--- src/rtl/alu_pkg.sv ---
// Shared ALU issue definitions: select codes, opcodes
// and the packed issue entry carried by the skid buffer.
package alu_pkg;

  localparam int DATA_W = 32;

  localparam logic [3:0] ALU_AND = 4'd0;
  localparam logic [3:0] ALU_OR  = 4'd1;
  localparam logic [3:0] ALU_ADD = 4'd2;
  localparam logic [3:0] ALU_SUB = 4'd6;

  localparam logic [6:0] OP_R  = 7'b0110011;
  localparam logic [6:0] OP_I  = 7'b0010011;
  localparam logic [6:0] OP_BR = 7'b1100011;
  localparam logic [6:0] OP_LD = 7'b0000011;
  localparam logic [6:0] OP_ST = 7'b0100011;

  typedef struct packed {
    logic [DATA_W-1:0] in1;
    logic [DATA_W-1:0] in2;
    logic [3:0]        sel;
    logic              is_branch;
    logic              branch_ne;
    logic              illegal;
  } issue_t;

endpackage

--- src/rtl/alu_op_decode.sv ---
// Combinational RV32I ALU-class decoder.
// Ports: instr in; sel, use_imm, is_branch, branch_ne, illegal out.
module alu_op_decode
  import alu_pkg::*;
(
  input  logic [31:0] instr,
  output logic [3:0]  sel,
  output logic        use_imm,
  output logic        is_branch,
  output logic        branch_ne,
  output logic        illegal
);

  logic [6:0] opcode;
  logic [2:0] f3;
  logic       f7b5;
  logic       is_r;
  logic       is_i;
  logic       is_br;
  logic       is_ls;
  logic       unused;

  assign opcode = instr[6:0];
  assign f3     = instr[14:12];
  assign f7b5   = instr[30];
  assign is_r   = opcode == OP_R;
  assign is_i   = opcode == OP_I;
  assign is_br  = opcode == OP_BR;
  assign is_ls  = (opcode == OP_LD) || (opcode == OP_ST);
  assign unused = ^{instr[31], instr[29:15], instr[11:7]};

  always_comb begin
    sel       = ALU_AND;
    use_imm   = 1'b0;
    is_branch = 1'b0;
    branch_ne = 1'b0;
    illegal   = 1'b1;
    unique case (1'b1)
      is_r: begin
        if (f3 == 3'b000) begin
          sel     = f7b5 ? ALU_SUB : ALU_ADD;
          illegal = 1'b0;
        end else if (f3 == 3'b111) begin
          sel     = ALU_AND;
          illegal = 1'b0;
        end else if (f3 == 3'b110) begin
          sel     = ALU_OR;
          illegal = 1'b0;
        end
      end
      is_i: begin
        use_imm = 1'b1;
        if (f3 == 3'b000) begin
          sel     = ALU_ADD;
          illegal = 1'b0;
        end else if (f3 == 3'b111) begin
          sel     = ALU_AND;
          illegal = 1'b0;
        end else if (f3 == 3'b110) begin
          sel     = ALU_OR;
          illegal = 1'b0;
        end
      end
      is_br: begin
        if (f3[2:1] == 2'b00) begin
          sel       = ALU_SUB;
          is_branch = 1'b1;
          branch_ne = f3[0];
          illegal   = 1'b0;
        end
      end
      is_ls: begin
        sel     = ALU_ADD;
        use_imm = 1'b1;
        illegal = 1'b0;
      end
      default: ;
    endcase
    // Illegal encodings never leak a partial decode.
    if (illegal) begin
      sel       = ALU_AND;
      use_imm   = 1'b0;
      is_branch = 1'b0;
      branch_ne = 1'b0;
    end
  end

endmodule

--- src/rtl/alu_issue_stage.sv ---
// ALU issue stage: decodes, builds operands, 2-entry skid buffer.
// Ports: s_* upstream handshake + operands, m_*/alu_* downstream, illegal_cnt.
module alu_issue_stage
  import alu_pkg::*;
#(
  parameter int XLEN  = 32,
  parameter int CNT_W = 16
) (
  input  logic             clk,
  input  logic             rst,
  input  logic             s_valid,
  output logic             s_ready,
  input  logic [31:0]      instr,
  input  logic [XLEN-1:0]  rs1_data,
  input  logic [XLEN-1:0]  rs2_data,
  input  logic [XLEN-1:0]  imm,
  output logic             m_valid,
  input  logic             m_ready,
  output logic [XLEN-1:0]  alu_in1,
  output logic [XLEN-1:0]  alu_in2,
  output logic [3:0]       alu_sel,
  output logic             is_branch,
  output logic             branch_ne,
  output logic             illegal,
  output logic [CNT_W-1:0] illegal_cnt
);

  logic [3:0] dec_sel;
  logic       dec_use_imm;
  logic       dec_br;
  logic       dec_ne;
  logic       dec_ill;

  alu_op_decode u_dec (
    .instr     (instr),
    .sel       (dec_sel),
    .use_imm   (dec_use_imm),
    .is_branch (dec_br),
    .branch_ne (dec_ne),
    .illegal   (dec_ill)
  );

  issue_t nxt;
  issue_t main_q;
  issue_t skid_q;
  logic   main_v;
  logic   skid_v;
  logic   accept;
  logic   drain;

  always_comb begin
    nxt           = '0;
    nxt.sel       = dec_sel;
    nxt.is_branch = dec_br;
    nxt.branch_ne = dec_ne;
    nxt.illegal   = dec_ill;
    if (!dec_ill) begin
      nxt.in1 = rs1_data;
      nxt.in2 = dec_use_imm ? imm : rs2_data;
    end
  end

  assign s_ready = !skid_v;
  assign m_valid = main_v;
  assign accept  = s_valid && s_ready;
  assign drain   = main_v && m_ready;

  always_ff @(posedge clk or posedge rst) begin
    if (rst) begin
      main_q      <= '0;
      skid_q      <= '0;
      main_v      <= 1'b0;
      skid_v      <= 1'b0;
      illegal_cnt <= '0;
    end else begin
      if (!main_v || drain) begin
        // Skid is older than anything arriving now.
        if (skid_v) begin
          main_q <= skid_q;
          main_v <= 1'b1;
          skid_v <= 1'b0;
        end else if (accept) begin
          main_q <= nxt;
          main_v <= 1'b1;
        end else begin
          main_v <= 1'b0;
        end
      end else if (accept) begin
        skid_q <= nxt;
        skid_v <= 1'b1;
      end
      if (accept && nxt.illegal && (illegal_cnt != '1))
        illegal_cnt <= illegal_cnt + 1'b1;
    end
  end

  assign alu_in1   = main_q.in1;
  assign alu_in2   = main_q.in2;
  assign alu_sel   = main_q.sel;
  assign is_branch = main_q.is_branch;
  assign branch_ne = main_q.branch_ne;
  assign illegal   = main_q.illegal;

endmodule

--- config.mk ---
export PLATFORM = sky130hd
export DESIGN_NAME = alu_issue_stage
export DESIGN_NICKNAME = d
export VERILOG_FILES = /design/src/rtl/alu_pkg.sv /design/src/rtl/alu_op_decode.sv /design/src/rtl/alu_issue_stage.sv
export SDC_FILE = /design/constraint.sdc
export NUM_CORES = 1
export LEC_CHECK = 0
export CAP_MARGIN = 20
export CORE_MARGIN = 2
export CORE_UTILIZATION = 48
export DETAILED_ROUTE_END_ITERATION = 8
export MAX_ROUTING_LAYER = met4
export PLACE_DENSITY = 0.81
export SYNTH_ARGS = -nofsm -noshare
export SYNTH_HDL_FRONTEND = slang
export SYNTH_SLANG_ARGS = --single-unit
--- constraint.sdc ---
create_clock -name clk -period 6.7 [get_ports clk]
set_clock_uncertainty 0.15 [all_clocks]
set_input_delay 0.67 -clock clk [delete_from_list [all_inputs] [get_ports clk]]
set_output_delay 0.67 -clock clk [all_outputs]
set_load 0.02 [all_outputs]
* Yosys cells after proc, flatten, opt, wreduce, memory -nomap -nowiden
Cells that the tools add are included.
Word-level totals: bits in registers 160, input port bits 132, logic and storage cells 70, output and inout bits 89
Operators by class: equal/unequal tests 8, mux-type cells 29, bitwise operators 1, reductions and logical operators 16, $add $sub $neg 1
Operators by type and width (count):
- 71-bit two-way mux | 2
- 64-bit two-way mux | 1
- 32-bit two-way mux | 1
- 1-bit two-way mux | 18
- 16-bit by 1-bit adder with 16-bit output (second input constant) | 1
- 16-bit inequality test (second input constant) | 1
- 4-bit one-hot mux with 4 select lines | 1
- 7-bit by 6-bit equality test with 1-bit output (second input constant) | 2
- 4-bit two-way mux | 3
- 7-bit by 2-bit equality test with 1-bit output (second input constant) | 1
- 7-bit by 5-bit equality test with 1-bit output (second input constant) | 1
- 7-bit equality test (second input constant) | 1
- 3-bit equality test (second input constant) | 2
- 3-bit two-way mux | 2
- 1-bit logical AND | 4
- 2-bit AND reduction | 2
- 2-bit nonzero test | 2
- 2-bit OR reduction | 2
- 3-bit logical NOT | 1
- 1-bit one-hot mux with 3 select lines | 1
- 1-bit logical NOT | 2
- 2-bit logical NOT | 1
- 1-bit logical OR | 2
- 1-bit NOT | 1

* Depth between registers and ports, before layout
Gate-level depths: netlist (run 1).
word-level depth 10, depth in mapped cells 7

* By module
A second synthesis (run 1) with hierarchy kept.
Unflattened totals: cells, all modules 785, area total of the unflattened synthesis 7465.9 µm²
By module, submodules not included:
- alu_issue_stage | times used 1, area each 7288.2 µm², cells an instance 761, seq. area each 4003.8 µm²
- alu_op_decode | times used 1, area each 177.7 µm², cells an instance 24, seq. area each 0.0 µm²

* Worst setup path after synthesis (run 1)
No wires, ideal clock.
kind flip-flop to flip-flop, from register illegal_cnt[0], to register illegal_cnt[1], cell stages (with the launch flop) 7, period minus slack after synthesis 2.231 ns, data arrival time 1.956 ns, required time 6.425 ns, library setup time 0.125 ns, path slack 4.469 ns, path through dfrtp_1 ha_1 nand4_2 or4_1 buf_2 and3_4 mux2_4
On the way: longest elaborated chain between the ends 2, elaborated cells on any way between the ends 3, those cells by class 1 x add/sub; 1 x eq/ne; 1 x reduce/logical
Ends and longest elaborated chain:
- start, declared | line alu_issue_stage.sv:25 | output logic [CNT_W-1:0] illegal_cnt
- start signal, assigned | line alu_issue_stage.sv:93 | illegal_cnt <= illegal_cnt + 1'b1;
- branches (longest 2 deep; another with 16-bit by 1-bit adder with 16-bit output)
Several ways; the timed one is not identified. A chain may end at the register's enable or synchronous reset.

* Worst setup path in the final report (run 1)
from input port instr[4], to register skid_q[36] in the netlist's numbering
On the way: longest elaborated chain between the ends 7, elaborated cells on any way between the ends 13, those cells by class 5 x eq/ne; 5 x mux; 3 x reduce/logical
Ends and longest elaborated chain:
- start, declared | line alu_issue_stage.sv:13 | input logic [31:0] instr,
- 7-bit by 2-bit equality test with 1-bit output / 7-bit by 6-bit equality test with 1-bit output (equally long branches) | line alu_op_decode.sv:29 | assign is_ls = (opcode == OP_LD) || (opcode == OP_ST);
- 1-bit logical OR | line alu_op_decode.sv:29
- 2-bit OR reduction (no source line)
- 1-bit two-way mux | line alu_op_decode.sv:38 | unique case (1'b1)
- 1-bit two-way mux | line alu_op_decode.sv:80 | if (illegal) begin
- 32-bit two-way mux | line alu_issue_stage.sv:59 | nxt.in2 = dec_use_imm ? imm : rs2_data;
- 64-bit two-way mux * | line alu_issue_stage.sv:57 | if (!dec_ill) begin
- end signal, assigned | line alu_issue_stage.sv:89 | skid_q <= nxt;
- end, declared | line alu_issue_stage.sv:45 | issue_t skid_q;
Every way passes the cells marked *; elsewhere a longest branch is shown, timed or not.

==> flow_summary.json, run 1 <==
{
  "yosysUniqueCellTypes": 45,
  "path_clk_slew_ns": 0.06,
  "postCtsSetupBuffers": 0,
  "status": "complete, no violations",
  "hpwl_um": 13200,
  "synth_cells": 873,
  "clockRootBuffer": "clkbuf_16",
  "crit_top_cell": "buf_4",
  "crit_arrival_ns": 3.41,
  "grt_pass1_vias": 6799,
  "cp_top_family": "buffers and inverters",
  "port_buffers": 198,
  "drc_errors": 0,
  "synth_area_per_cell_um2": 8.72,
  "antenna_found_initial": 2,
  "post_cts_resized": 0,
  "fillers": 1309,
  "p_per_area_nw_per_um2": 268,
  "synthFlopType": "dfrtp_1",
  "final_cells": 1259,
  "slew_headroom": 0.240,
  "clk_latency_ns": 0.42,
  "path_cells": "clkdlybuf4s50_1, nor4b_1, o221a_2, buf_4, nand2_1, buf_4, o21ai_0",
  "num_rows": 46,
  "regArea_um2": 3960,
  "cts_tree": "built",
  "whs_ns": 0.315,
  "power_mw": 2.79,
  "areaGrowthSynthToFinish_pct": 36.7,
  "cp-start-kind": "input port",
  "layout_min_cycle_time_ns": 3.23,
  "cp-end-kind": "flop",
  "start_util": 0.485,
  "wl_per_cell_um": 17.2,
  "clock_sinks": 158,
  "vias": 7225,
  "synth_seq_cells": 158,
  "ios": 221,
  "tightest_slew_ns": 1.14,
  "rsz0062_at_grt": "false",
  "synth_area_um2": 7620,
  "cp.required_ns": 6.88,
  "cts_buffer_depth": 2,
  "slowest_stage": "nor4b_1",
  "crit_fanout": 67,
  "vias_per_cell": 5.74,
  "die_w_um": 130,
  "dieArea_um2": 16900,
  "hold_buffers": 0,
  "drtPass1Iterations": 5,
  "synth_seq_area_share": 0.519,
  "final_antenna_net_count": 0,
  "synth_nets": 1006,
  "grt_start_max_net_pins": 118,
  "ir_drop_mv": 0.190,
  "htree_levels": 4,
  "path_buf_inv": 3,
  "post-place-cells": 1223,
  "synth_edf_count": 0,
  "r2r_setup_slack_ns": 4.02,
  "grt_pass1_wl_um": 34400,
  "grtUsageTotal": 0.265,
  "hp-class": "flop to flop",
  "max_freq_ghz": 0.309,
  "post-route-period-util": 0.482,
  "gp_congestion": 0.820,
  "coreArea_um2": 15700,
  "wl_um": 21700,
  "yosysWarnings": 0,
  "critPathMaxStageDelay_ns": 0.70,
  "nNetsFinal": 1161,
  "async_flop_share": 1.00,
  "dr.first_iter.drc_count": 606,
  "drive_above_1_share": 0.0576,
  "crit_type": "input port to flop",
  "setup_tns_ns": 0,
  "cts_made_buffers": 17,
  "dieHeight_um": 130,
  "finalHoldViolCount": 0,
  "multiInputGateArea_um2": 3370,
  "cap_violations": 0,
  "setup-violations-final": 0,
  "grt_overflow_total": 0,
  "p_leak_nw": 4.28,
  "drv_slew": 0
}
## layout by cell type, fill, tap and decap left out, types with 2 or more instances in the layout
| cell type | n |
|---|---|
| o21ai_1 | 22 |
| o21ai_0 | 47 |
| dfrtp_1 | 157 |
| and3_1 | 2 |
| nand4_1 | 12 |
| nand4b_1 | 4 |
| nor2_2 | 2 |
| a31oi_1 | 35 |
| clkbuf_16 | 17 |
| diode_2 | 2 |
| o211ai_1 | 3 |
| o22ai_1 | 32 |
| nor2_1 | 40 |
| buf_4 | 14 |
| nor4_1 | 2 |
| nand2b_1 | 3 |
| nor2b_1 | 3 |
| a211oi_1 | 32 |
| o22a_1 | 32 |
| clkinv_2 | 5 |
| o21a_1 | 4 |
| nor3_1 | 4 |
| clkdlybuf4s50_1 | 198 |
| nand2_1 | 210 |
| clkbuf_1 | 2 |
| inv_1 | 5 |
| nand3_1 | 104 |
| bufinv_16 | 5 |
| xnor2_1 | 15 |
| or4_1 | 2 |
## kinds of logic after synthesis
kind of cell	Yosys count	synth area share
adder cells (fa/ha/maj)	1	0.00164
multiplexers	1	0.00197
AND/OR/NAND/NOR	396	0.229
flip-flops	158	0.519
AO/OA/AOI/OAI	215	0.184
XOR/XNOR	16	0.0184
other	1	0.000492
buffers and inverters	85	0.0450
## power breakdown
| part | switching (mW) | total (mW) | internal, mW |
|---|---|---|---|
| sequential | 0.0780 | 1.13 | 1.05 |
| clock | 0.378 | 1.05 | 0.668 |
| combinational | 0.323 | 0.619 | 0.296 |
## through the flow
step                      setup slack [ns]  instance area, µm²  utilization
after floorplan                       1.62                7620            -
after global routing                  3.33               10400        0.662
after global placement                3.19                9720        0.618
final                                 3.47               10400        0.662
after CTS                             3.06               10400        0.659
after detailed placement              3.07                9720        0.618
## area by class of cell
type	count	share of cell area
inverter	7	0.00301
multi-input combinational	630	0.324
clock inverter	12	0.0184
tap	216	0.0260
timing repair buffer	214	0.205
antenna	2	0.000481
sequential	158	0.380
clock buffer	20	0.0429
## Yosys cell counts, types with 2 or more instances
library cell / count / share of area
a211oi_1: 32 / 0.032
a31oi_1: 35 / 0.029
and3_1: 2 / 0.0016
buf_1: 8 / 0.0039
buf_2: 13 / 0.0085
buf_4: 2 / 0.0020
clkbuf_1: 55 / 0.027
dfrtp_1: 158 / 0.52
inv_1: 6 / 0.0030
nand2_1: 211 / 0.10
nand2b_1: 3 / 0.0025
nand3_1: 104 / 0.068
nand4_1: 12 / 0.0099
nand4b_1: 4 / 0.0046
nor2_1: 43 / 0.021
nor2b_1: 3 / 0.0025
nor3_1: 4 / 0.0026
nor4_1: 2 / 0.0016
o211ai_1: 3 / 0.0030
o21a_1: 4 / 0.0039
o21ai_0: 47 / 0.031
o21ai_1: 22 / 0.014
o22a_1: 32 / 0.037
o22ai_1: 32 / 0.026
or4_1: 2 / 0.0020
xnor2_1: 15 / 0.017
## registers in the layout (all words and copies together) (netlist names)
name / count
illegal: 1
m_valid: 1
skid_q: 70
alu_in2: 32
alu_sel: 3
alu_in1: 32
branch_ne: 1
skid_v: 1
is_branch: 1
illegal_cnt: 16
## worst paths after layout
check,cells after the start,from,endpoint
worst max-delay path,7,instr[4],skid_q[36]$_DFFE_PP0P_
worst min-delay path,2,skid_q[65]$_DFFE_PP0P_,skid_q[65]$_DFFE_PP0P_
worst min register to register,2,skid_q[65]$_DFFE_PP0P_,skid_q[65]$_DFFE_PP0P_
max in group asynchronous,3,rst,skid_v$_DFFE_PP0P_
worst max register to register,6,skid_v$_DFFE_PP0P_,alu_sel[0]$_DFFE_PP0P_
min in group asynchronous,2,rst,alu_in1[29]$_DFFE_PP0P_
## tightest hold or removal path: stages, from the launching register on
cell and delay, ns:
dfrtp_1 0.34, nand2_1 0.05, nand2_1 0.05
## per-layer routing
layer,track usage,part of all wire,vias to the layer above
met5,-,0,-
met4,0.0942,0.025,0
met3,0.0607,0.070,33
met2,0.417,0.48,300
met1,0.340,0.42,3480
li1,-,-,3412
No activity file was read; power rests on OpenSTA's default activity.
==> run 2, diff against run 1 <==
CORE_UTILIZATION = 43   (was 48)
PLACE_DENSITY = 0.76   (was 0.81)
clock period = 2.8 ns   (was 6.7 ns; I/O delays follow)
==> flow_summary.json, run 2 (synthesized netlist as in run 1, its figures left out) <==
{
  "status": "complete, no violations",
  "vias_per_cell": 5.61,
  "cp.required_ns": 2.99,
  "drive_above_1_share": 0.0738,
  "largest_register": "skid_q",
  "cp-end-kind": "flop",
  "hold_buffers": 0,
  "drtPass1Iterations": 6,
  "grt_pass1_vias": 6973,
  "tightest_slew_ns": 0.688,
  "wl_per_cell_um": 17.4,
  "cp-start-kind": "input port",
  "final_cells": 1283,
  "finalHoldViolCount": 0,
  "cts_tree": "built",
  "ios": 221,
  "crit_fanout": 66,
  "postCtsSetupBuffers": 0,
  "port_buffers": 198,
  "post-place-cells": 1250,
  "critPathMaxStageDelay_ns": 0.62,
  "slew_headroom": 0.538,
  "path_buf_inv": 2,
  "cts_buffer_depth": 2,
  "post_cts_resized": 0,
  "coreArea_um2": 17300,
  "dr.first_iter.drc_count": 518,
  "grt_start_max_net_pins": 114,
  "multiInputGateArea_um2": 3370,
  "power_mw": 6.47,
  "clockRootBuffer": "clkbuf_16",
  "nNetsFinal": 1177,
  "grt-busiest-layer": "met2",
  "grtUsageTotal": 0.252,
  "rsz0062_at_grt": "false",
  "cap_violations": 0,
  "num_rows": 48,
  "largest_register_ffs": 70,
  "regArea_um2": 3960,
  "drc_errors": 0,
  "cp_top_family": "simple AND/OR/NAND/NOR gates",
  "hpwl_um": 14300,
  "grt_overflow_total": 0,
  "fillers": 1485,
  "wl_um": 22400,
  "grt_pass1_wl_um": 36200,
  "max_freq_ghz": 0.457,
  "htree_levels": 4,
  "layout_min_cycle_time_ns": 2.19,
  "clk_latency_ns": 0.42,
  "antenna_found_initial": 1,
  "p_per_area_nw_per_um2": 614,
  "final_cell_mix": "210 x nand2_1, 198 x clkdlybuf4s50_1, 157 x dfrtp_1, 104 x nand3_1, 47 x o21ai_0",
  "ir_drop_mv": 0.455,
  "dieArea_um2": 18800,
  "vias": 7200,
  "path_cells": "clkdlybuf4s50_1, nor4bb_4, o221a_2, buf_12, nand3_1, a31oi_1",
  "setup-violations-final": 0,
  "p_leak_nw": 4.34,
  "post-route-period-util": 0.781,
  "use_met2": 0.399,
  "crit_type": "input port to flop",
  "start_util": 0.440,
  "setup_tns_ns": 0,
  "hp-class": "input port to asynchronous set/reset pin",
  "drv_slew": 0,
  "dieHeight_um": 137,
  "cts_made_buffers": 17,
  "utilization": 0.608,
  "grtUsageMet3": 0.0504,
  "final_antenna_net_count": 0,
  "clock_sinks": 158,
  "die_w_um": 137,
  "path_clk_slew_ns": 0.07,
  "slowest_stage": "nor4bb_4",
  "crit_arrival_ns": 2.38,
  "gp_congestion": 0.813,
  "areaGrowthSynthToFinish_pct": 38.2,
  "grtUsageMet1": 0.327,
  "startpoint": "instr[0]",
  "final_common_cell": "nand2_1",
  "worstReg2RegStart": "illegal_cnt[0]$_DFFE_PP0P_"
}
==> run 2: changes by cell type in the layout (fill, tap and decap cells not counted), moves of 2 or more <==
cell       delta
clkinv_2      -3
inv_6         +7
bufinv_16     -4
buf_12        +6
buf_4        +11
clkbuf_1      -2
==> run 2: worst paths after layout <==
| kind | slack, ns | cells past startpoint | end |
|---|---|---|---|
| min | 0.16 | 2 | skid_q[67]$_DFFE_PP0P_ |
| max | 0.61 | 6 | alu_in1[16]$_DFFE_PP0P_ |
| min in group clk | 0.27 | 3 | skid_q[52]$_DFFE_PP0P_ |
| max reg2reg | 0.66 | 5 | illegal_cnt[1]$_DFFE_PP0P_ |
| min reg2reg | 0.32 | 2 | skid_q[58]$_DFFE_PP0P_ |
| max in group asynchronous | 1.72 | 3 | illegal_cnt[1]$_DFFE_PP0P_ |
==> run 2: report_power, final <==
| group | internal [mW] | total (mW) | switching (mW) |
|---|---|---|---|
| logic | 0.727 | 1.51 | 0.783 |
| clock network | 1.25 | 2.27 | 1.02 |
| registers | 2.50 | 2.68 | 0.180 |
| total | 4.48 | 6.47 | 1.98 |
==> run 2: final cells by class <==
type,instances,share of cell area
Multi-Input combinational cell,630,0.320
Timing Repair Buffer,230,0.219
Clock buffer,17,0.0404
Antenna cell,1,0.000238
Clock inverter,15,0.0139
Tap cell,225,0.0268
Inverter,7,0.00285
Sequential cell,158,0.376
==> run 2: metal layers <==
layer,vias to the layer above,part of all wire
met1,3457,0.43
met3,30,0.066
li1,3443,-
met2,270,0.49
met4,0,0.019
met5,-,0
==> run 2: through the flow <==
stage / hold WS [ns] / setup WS [ns] / instance area (µm²)
2_1_floorplan: 0.261 / 0.369 / 7620
3_3_place_gp: 0.298 / 0.267 / 9950
3_5_place_dp: 0.305 / 0.181 / 9950
4_1_cts: 0.161 / 0.633 / 10500
5_1_grt: 0.183 / 0.518 / 10500
6_report: 0.159 / 0.612 / 10500
